### config.mk
export PLATFORM = sky130hd
export DESIGN_NAME = multicycle_control_sequencer
export DESIGN_NICKNAME = d
export VERILOG_FILES = /design/src/rtl/minirv_control_pkg.sv /design/src/rtl/memory_wait_timer.sv /design/src/rtl/multicycle_control_sequencer.sv
export SDC_FILE = /design/constraint.sdc
export NUM_CORES = 1
export LEC_CHECK = 0
export CORE_MARGIN = 1
export CORE_UTILIZATION = 49
export CTS_BUF_LIST = sky130_fd_sc_hd__clkbuf_4 sky130_fd_sc_hd__clkbuf_8
export CTS_CLUSTER_DIAMETER = 100
export DETAILED_ROUTE_END_ITERATION = 16
export GPL_TIMING_DRIVEN = 0
export PLACE_DENSITY = 0.88
export SLEW_MARGIN = 0
export SYNTH_ARGS = -nofsm -noshare
export SYNTH_HDL_FRONTEND = slang
export SYNTH_SLANG_ARGS = --single-unit
### constraint.sdc
create_clock -name clock -period 3.3 [get_ports clock]
set_input_delay 0.33 -clock clock [delete_from_list [all_inputs] [get_ports clock]]
set_output_delay 0.33 -clock clock [all_outputs]
set_load 0.01 [all_outputs]
### src/rtl/minirv_control_pkg.sv
// Shared types and constants for the miniRV multi-cycle control sequencer:
// FSM state encoding, supported opcodes and writeback-select encodings.
package minirv_control_pkg;

    typedef enum logic [2:0] {
        STATE_FETCH     = 3'd0,
        STATE_DECODE    = 3'd1,
        STATE_EXECUTE   = 3'd2,
        STATE_MEMORY    = 3'd3,
        STATE_WRITEBACK = 3'd4,
        STATE_TRAP      = 3'd5
    } control_state_t;

    localparam logic [6:0] OPCODE_OP     = 7'b0110011;
    localparam logic [6:0] OPCODE_OP_IMM = 7'b0010011;
    localparam logic [6:0] OPCODE_LOAD   = 7'b0000011;
    localparam logic [6:0] OPCODE_STORE  = 7'b0100011;
    localparam logic [6:0] OPCODE_LUI    = 7'b0110111;
    localparam logic [6:0] OPCODE_JALR   = 7'b1100111;

    localparam logic [1:0] WB_SEL_ALU       = 2'b00;
    localparam logic [1:0] WB_SEL_LOAD      = 2'b01;
    localparam logic [1:0] WB_SEL_PC_PLUS_4 = 2'b10;
    localparam logic [1:0] WB_SEL_U_IMM     = 2'b11;

    function automatic logic is_supported_opcode(input logic [6:0] op);
        case (op)
            OPCODE_OP, OPCODE_OP_IMM, OPCODE_LOAD,
            OPCODE_STORE, OPCODE_LUI, OPCODE_JALR: return 1'b1;
            default:                               return 1'b0;
        endcase
    endfunction

    function automatic logic is_memory_opcode(input logic [6:0] op);
        return (op == OPCODE_LOAD) || (op == OPCODE_STORE);
    endfunction

    function automatic logic uses_immediate_operand(input logic [6:0] op);
        case (op)
            OPCODE_OP_IMM, OPCODE_LOAD, OPCODE_STORE, OPCODE_JALR: return 1'b1;
            default:                                               return 1'b0;
        endcase
    endfunction

    function automatic logic [1:0] writeback_select_for(input logic [6:0] op);
        case (op)
            OPCODE_LOAD: return WB_SEL_LOAD;
            OPCODE_JALR: return WB_SEL_PC_PLUS_4;
            OPCODE_LUI:  return WB_SEL_U_IMM;
            default:     return WB_SEL_ALU;
        endcase
    endfunction

endpackage

### src/rtl/memory_wait_timer.sv
// Counts cycles spent waiting on a data-memory handshake and flags the cycle
// in which the wait reaches MEMORY_WAIT_LIMIT (0 disables the flag).
module memory_wait_timer #(
    parameter int unsigned MEMORY_WAIT_LIMIT = 255
) (
    input  logic clock,
    input  logic reset,
    input  logic clear_i,
    input  logic enable_i,
    output logic limit_reached_o
);

    // The counter holds the number of earlier waiting cycles, so the Nth cycle
    // of the wait sees N-1 and is the one that reports the limit.
    localparam int unsigned LAST_COUNT = (MEMORY_WAIT_LIMIT == 0) ? 0 : MEMORY_WAIT_LIMIT - 1;
    localparam int unsigned COUNT_W    = (LAST_COUNT < 2) ? 1 : $clog2(LAST_COUNT + 1);
    localparam logic [COUNT_W-1:0] LAST_COUNT_W = COUNT_W'(LAST_COUNT);

    logic [COUNT_W-1:0] count_q;
    logic [COUNT_W-1:0] count_d;

    // NOTE: next-state logic assigns a default first so no path leaves count_d
    // unassigned, which would otherwise infer a latch.
    always_comb begin
        count_d = count_q;
        if (clear_i) begin
            count_d = '0;
        end else if (enable_i && (count_q != LAST_COUNT_W)) begin
            count_d = count_q + 1'b1;
        end
    end

    // NOTE: state registers use non-blocking assignments so every flop samples
    // its inputs from before the edge, independent of block ordering.
    always_ff @(posedge clock) begin
        if (reset) begin
            count_q <= '0;
        end else begin
            count_q <= count_d;
        end
    end

    assign limit_reached_o = (MEMORY_WAIT_LIMIT != 0) && (count_q == LAST_COUNT_W);

endmodule

### src/rtl/multicycle_control_sequencer.sv
// Multi-cycle FETCH/DECODE/EXECUTE/MEMORY/WRITEBACK control FSM for miniRV.
// Define MINIRV_RETIRE_COUNTER_EN to build the retired-instruction counter.
module multicycle_control_sequencer
    import minirv_control_pkg::*;
#(
    parameter int unsigned MEMORY_WAIT_LIMIT    = 255,
    parameter int unsigned RETIRE_COUNTER_WIDTH = 32
) (
    input  logic                            clock,
    input  logic                            reset,
    input  logic [6:0]                      opcode,
    input  logic                            instruction_ready,
    input  logic                            data_ready,
    output logic                            instruction_request,
    output logic                            instruction_register_write_enable,
    output logic                            data_read_request,
    output logic                            data_write_request,
    output logic                            register_file_write_enable,
    output logic                            pc_write_enable,
    output logic                            pc_source_select,
    output logic                            alu_source_select,
    output logic [1:0]                      writeback_select,
    output logic                            illegal_instruction,
    output logic                            bus_error,
    output logic                            halted,
    output logic [2:0]                      current_state,
    output logic [RETIRE_COUNTER_WIDTH-1:0] retired_instruction_count
);

    control_state_t state_q;
    control_state_t state_d;
    logic [6:0]     opcode_q;
    logic [6:0]     opcode_d;
    logic           illegal_q;
    logic           illegal_d;
    logic           bus_error_q;
    logic           bus_error_d;
    logic           wait_limit_reached;

    memory_wait_timer #(
        .MEMORY_WAIT_LIMIT(MEMORY_WAIT_LIMIT)
    ) u_memory_wait_timer (
        .clock          (clock),
        .reset          (reset),
        .clear_i        (state_q != STATE_MEMORY),
        .enable_i       (state_q == STATE_MEMORY),
        .limit_reached_o(wait_limit_reached)
    );

    always_comb begin
        state_d     = state_q;
        opcode_d    = opcode_q;
        illegal_d   = illegal_q;
        bus_error_d = bus_error_q;
        case (state_q)
            STATE_FETCH: begin
                if (instruction_ready) begin
                    state_d = STATE_DECODE;
                end
            end
            STATE_DECODE: begin
                opcode_d = opcode;
                if (is_supported_opcode(opcode)) begin
                    state_d = STATE_EXECUTE;
                end else begin
                    state_d   = STATE_TRAP;
                    illegal_d = 1'b1;
                end
            end
            STATE_EXECUTE: begin
                state_d = is_memory_opcode(opcode_q) ? STATE_MEMORY : STATE_WRITEBACK;
            end
            STATE_MEMORY: begin
                // A ready arriving in the limit cycle wins over the timeout.
                if (data_ready) begin
                    state_d = (opcode_q == OPCODE_LOAD) ? STATE_WRITEBACK : STATE_FETCH;
                end else if (wait_limit_reached) begin
                    state_d     = STATE_TRAP;
                    bus_error_d = 1'b1;
                end
            end
            STATE_WRITEBACK: state_d = STATE_FETCH;
            STATE_TRAP:      state_d = STATE_TRAP;
            default:         state_d = STATE_FETCH;
        endcase
    end

    always_ff @(posedge clock) begin
        if (reset) begin
            state_q     <= STATE_FETCH;
            opcode_q    <= '0;
            illegal_q   <= 1'b0;
            bus_error_q <= 1'b0;
        end else begin
            state_q     <= state_d;
            opcode_q    <= opcode_d;
            illegal_q   <= illegal_d;
            bus_error_q <= bus_error_d;
        end
    end

    // Moore decode of the state; only the IR load and the store-completion PC
    // write look at the ready inputs. Reset blanks every output.
    always_comb begin
        instruction_request               = 1'b0;
        instruction_register_write_enable = 1'b0;
        data_read_request                 = 1'b0;
        data_write_request                = 1'b0;
        register_file_write_enable        = 1'b0;
        pc_write_enable                   = 1'b0;
        pc_source_select                  = 1'b0;
        alu_source_select                 = 1'b0;
        writeback_select                  = WB_SEL_ALU;
        if (!reset) begin
            case (state_q)
                STATE_FETCH: begin
                    instruction_request               = 1'b1;
                    instruction_register_write_enable = instruction_ready;
                end
                STATE_EXECUTE: begin
                    alu_source_select = uses_immediate_operand(opcode_q);
                end
                STATE_MEMORY: begin
                    data_read_request  = (opcode_q == OPCODE_LOAD);
                    data_write_request = (opcode_q == OPCODE_STORE);
                    pc_write_enable    = (opcode_q == OPCODE_STORE) && data_ready;
                end
                STATE_WRITEBACK: begin
                    register_file_write_enable = 1'b1;
                    pc_write_enable            = 1'b1;
                    pc_source_select           = (opcode_q == OPCODE_JALR);
                    writeback_select           = writeback_select_for(opcode_q);
                end
                default: ;
            endcase
        end
    end

    assign illegal_instruction = !reset && illegal_q;
    assign bus_error           = !reset && bus_error_q;
    assign halted              = !reset && (state_q == STATE_TRAP);
    assign current_state       = reset ? 3'd0 : state_q;

`ifdef MINIRV_RETIRE_COUNTER_EN
    logic [RETIRE_COUNTER_WIDTH-1:0] retired_q;
    logic                            retire;

    assign retire = (state_q == STATE_WRITEBACK) ||
                    ((state_q == STATE_MEMORY) && (opcode_q == OPCODE_STORE) && data_ready);

    always_ff @(posedge clock) begin
        if (reset) begin
            retired_q <= '0;
        end else if (retire) begin
            retired_q <= retired_q + 1'b1;
        end
    end

    assign retired_instruction_count = reset ? '0 : retired_q;
`else
    assign retired_instruction_count = '0;
`endif

endmodule

==> results.txt <==
The area growth from synthesis to layout is 30.5%. The data arrival time at the worst-slack endpoint came out at roughly 2.3 ns. OpenSTA, run right after detailed placement, puts the worst setup slack at between 1 and 1.5 ns. The share of the clock period used by the worst path after layout is slightly below 80%. The die width is roughly 57 um.

The first global-routing pass estimated between 5 and 6 mm of wire. The setup fix buffers added after clock tree synthesis came out at 0. The number of antenna violations at the first check in global routing came out at 0. The netlist uses 50 different library cells. The number of hold buffers added after CTS was 0. The logic depth of the worst register-to-register path is 7. The final setup TNS came out at 0 ns.

The clock passes through at most 2 buffers. The via count normalized by instance count came out at around 4.8. The flow ran to the end, but the final reports show violations. The count of synthesis-stage warnings from yosys came out at 0. The number of nets with antenna violations after detailed routing came out at 0.

The top-area cell type share of the netlist area is between 20% and 30%. The adder and majority gate portion of the synthesized area is between 1.5 and 2%. The layout filler cell count is 234. Along the worst hold path, the cell count comes to 1. After floorplanning, the core was divided into 19 placement rows. The kind of critical path is reg2out. After synthesis, the share of flip-flops with an asynchronous set or reset is 0%. Synthesis produced a netlist whose cell count is around 180. The worst hold path class is reg2reg. Setup slack closes at 0.678 ns. Power spread over the standard cell area amounts to ~310 nW/um^2.

The number of top-level pins is just under 60. The largest fanout of any net on the critical path came out at 9. Global routing used 19.8% of the available tracks across all layers. Among all flip-flop cells after synthesis, the most frequent one is dfxtp_1. The clock transition at the registers of the reported paths came out at 0.11 ns. The proportion of power drawn by combinational gates is 24.2%. The number of I/O port buffers is 25. The final routed wirelength across all metal layers came out at around 2.9 mm.

The count of flip-flops with a built-in enable after synthesis came out at 0. In this design, the stage delay of the slowest critical-path cell is about 0.6 ns. The clock sink count came out at 20. The pin count of the biggest net entering global routing is 13. The worst endpoint required time came out at slightly below 3 ns. VDD sags by at most between 200 and 300 uV. The first-iteration detailed-routing DRC count is 60. The maximum level of the CTS H-tree came out at 1. The basic-gate share of the synthesized area counting and, or, nand and nor cells came out at 26.4%. In this run the static leakage power is ~0.84 nW.

For this run, the detailed router's first-pass iteration total came to 10. Setup repair after global routing left no endpoint under its margin. By count the netlist is led by buf_4 (34), dfxtp_1 (20), nor2_1 (16), nor2b_1 (11), nand2_1 (8).

By area, the combinational part of the netlist is dominated by simple AND/OR/NAND/NOR gates. The share of cell area taken by muxes after synthesis is 4.67%. The tree is rooted in a clkbuf_4. The initial cell density of the core is a little over half. The total half-perimeter wirelength after legalization and detailed placement came out at between 2 and 2.5 mm. The netlist area before placement came out at roughly 1500 sq um. TritonCTS built the clock tree. The area enclosed by the die boundary came out at between 3000 and 4000 sq um.

The count of endpoints failing hold in the final timing report is 0. Measured along the y axis, the die boundary spans roughly 57 um. In this run the mean area of a mapped cell was 8.57 sq um. The utilization after layout came out at between 60% and 70%.

The cell with the most instances after synthesis is buf_4. The xor/xnor cell area share of the yosys netlist is under 10%. The total inserted antenna cells is 0. The share of total power dissipated in the clock network is 33.2%. The clock latency at the later pin of the worst-skew pair came out at 0.30 ns.

Buffers inserted during clock tree synthesis total 3. Cells with a size suffix above 1 make up about a quarter of the layout. The net count reported at finish is roughly 250. The worst setup path is launched from a register. The total congestion overflow is 0. The weighted congestion at the end of routability-driven global placement is 0.853. The signal on the critical path passes through clkbuf_2 > nor3_1 > nand2_1 > or3_1 > nor2b_1 > clkdlybuf4s50_1. The register bit count reported by yosys came out at 20. On the critical path, the stage with the largest delay is an instance of clkdlybuf4s50_1. The internal power of the cells came out at ~450 uW. The via count of the first global-routing pass is about 1100. The highest clock rate came out at ~380 MHz. Detailed routing inserted a total of 1275 vias. The time the final worst path needs with I/O delays and setup came out at 2.62 ns. The core region is 2830 sq um. The reported net switching power is ~150 uW. The number of cells upsized or downsized after cts is 0. Clock skew on the completed layout was measured at about 0.00067 ns. The routed wire length per instance came out at about 11 um. Max-cap violations in this run came to 0. The area after detailed placement came out at 1910 sq um.

The synthesized design spends more area on one cell type than any other, namely dfxtp_1. The share of power burned in registers is between 40% and 50%. The setup violation total in the final timing report is 0. The number of DRC violations after detailed routing is 5. The final number of max-transition violations came to 0. The synthesized-area fraction occupied by ao, oa, aoi and oai cells came out at roughly 16%. Of the synthesized area, sequential elements account for between 20% and 30%.

The final reports fail on DRC. The switching share of power came out at 25.2%. By area the synthesized netlist is led by dfxtp_1 (27%), buf_4 (17%), mux2i_1 (4.7%).

The nature of the critical path endpoint is a primary output. The final standard cell area without fillers is 1960 sq um.
[state kept, by name (all words and copies together), names as in the netlist]
register	flops
u_memory_wait_timer.count_q	8
opcode_q	7
state_q	3
bus_error_q	1
illegal_q	1
[critical path: cells and delay by family, from the launching register on]
family	cells	cell delay [ns]
AND/OR/NAND/NOR	4	0.90
buffers and inverters	2	0.78
flip-flops	1	0.32
[metrics by stage]
| step | total power, mW | hold WS, ns | instances |
|---|---|---|---|
| floorplan | 0.374 | 0.448 | 206 |
| global placement | 0.407 | 0.459 | 262 |
| detailed placement | 0.409 | 0.466 | 262 |
| CTS | 0.611 | 0.498 | 266 |
| global route | 0.636 | 0.521 | 266 |
| finish | 0.607 | 0.493 | 266 |
[kinds of logic after synthesis]
group / Yosys count
simple gates: 67
compound gates: 27
flops: 20
mux: 7
xor+xnor: 6
other cells: 1
fa+ha+maj: 2
buf+inv: 45
[layout make-up]
| class | instances | area [sq um] | area share (%) |
|---|---|---|---|
| tap | 31 | 38.8 | 1.98 |
| sequential | 20 | 400 | 20.4 |
| inverter | 4 | 15.0 | 0.767 |
| clock inverter | 1 | 30.0 | 1.53 |
| timing repair buffer | 25 | 250 | 12.8 |
| multi-input combinational | 141 | 907 | 46.3 |
| clock buffer | 3 | 22.5 | 1.15 |
| buffer | 41 | 294 | 15.0 |
[power by group through the flow]
stage / Combinational, mW / Clock (mW) / Sequential (mW)
after floorplan: 0.112 / 0 / 0.262
after global placement: 0.143 / 0 / 0.264
after detailed placement: 0.145 / 0 / 0.264
after CTS: 0.146 / 0.207 / 0.259
after global routing: 0.161 / 0.215 / 0.260
final: 0.147 / 0.202 / 0.259
[routing by layer]
metal / GRT usage, % / vias up / wire, um
met5: 0 / - / 0
met4: 6.62 / 0 / 56
met3: 4.54 / 4 / 165
met2: 34.1 / 48 / 1420
met1: 24.3 / 556 / 1280
li1: - / 667 / -
[worst paths after layout]
kind | slack (ns) | end | from
worst max-delay path | 0.68 | pc_source_select | state_q[0]
worst min-delay path | 0.49 | illegal_q | illegal_q
worst max register to register | 1.52 | state_q[0] | u_memory_wait_timer.count_q[0]
worst min register to register | 0.49 | illegal_q | illegal_q
[placed cells by master (no fill, tap or decap), drive strengths merged, types with 2 or more instances in the layout]
cell	n
conb	32
inv	4
and3	2
a31oi	2
nand3b	3
nand2	8
nor3	5
o21ai	2
clkbuf	6
and2	3
nor2	16
a21oi	5
clkdlybuf4s50	25
mux2i	7
dfxtp	20
o32ai	2
xnor2	6
a211oi	3
nand3	2
ha	2
or2	3
nor2b	11
nor4	3
buf	38
or3	3
nand4b	2
a2111oi	3
Power figures use the tool's default switching activity.
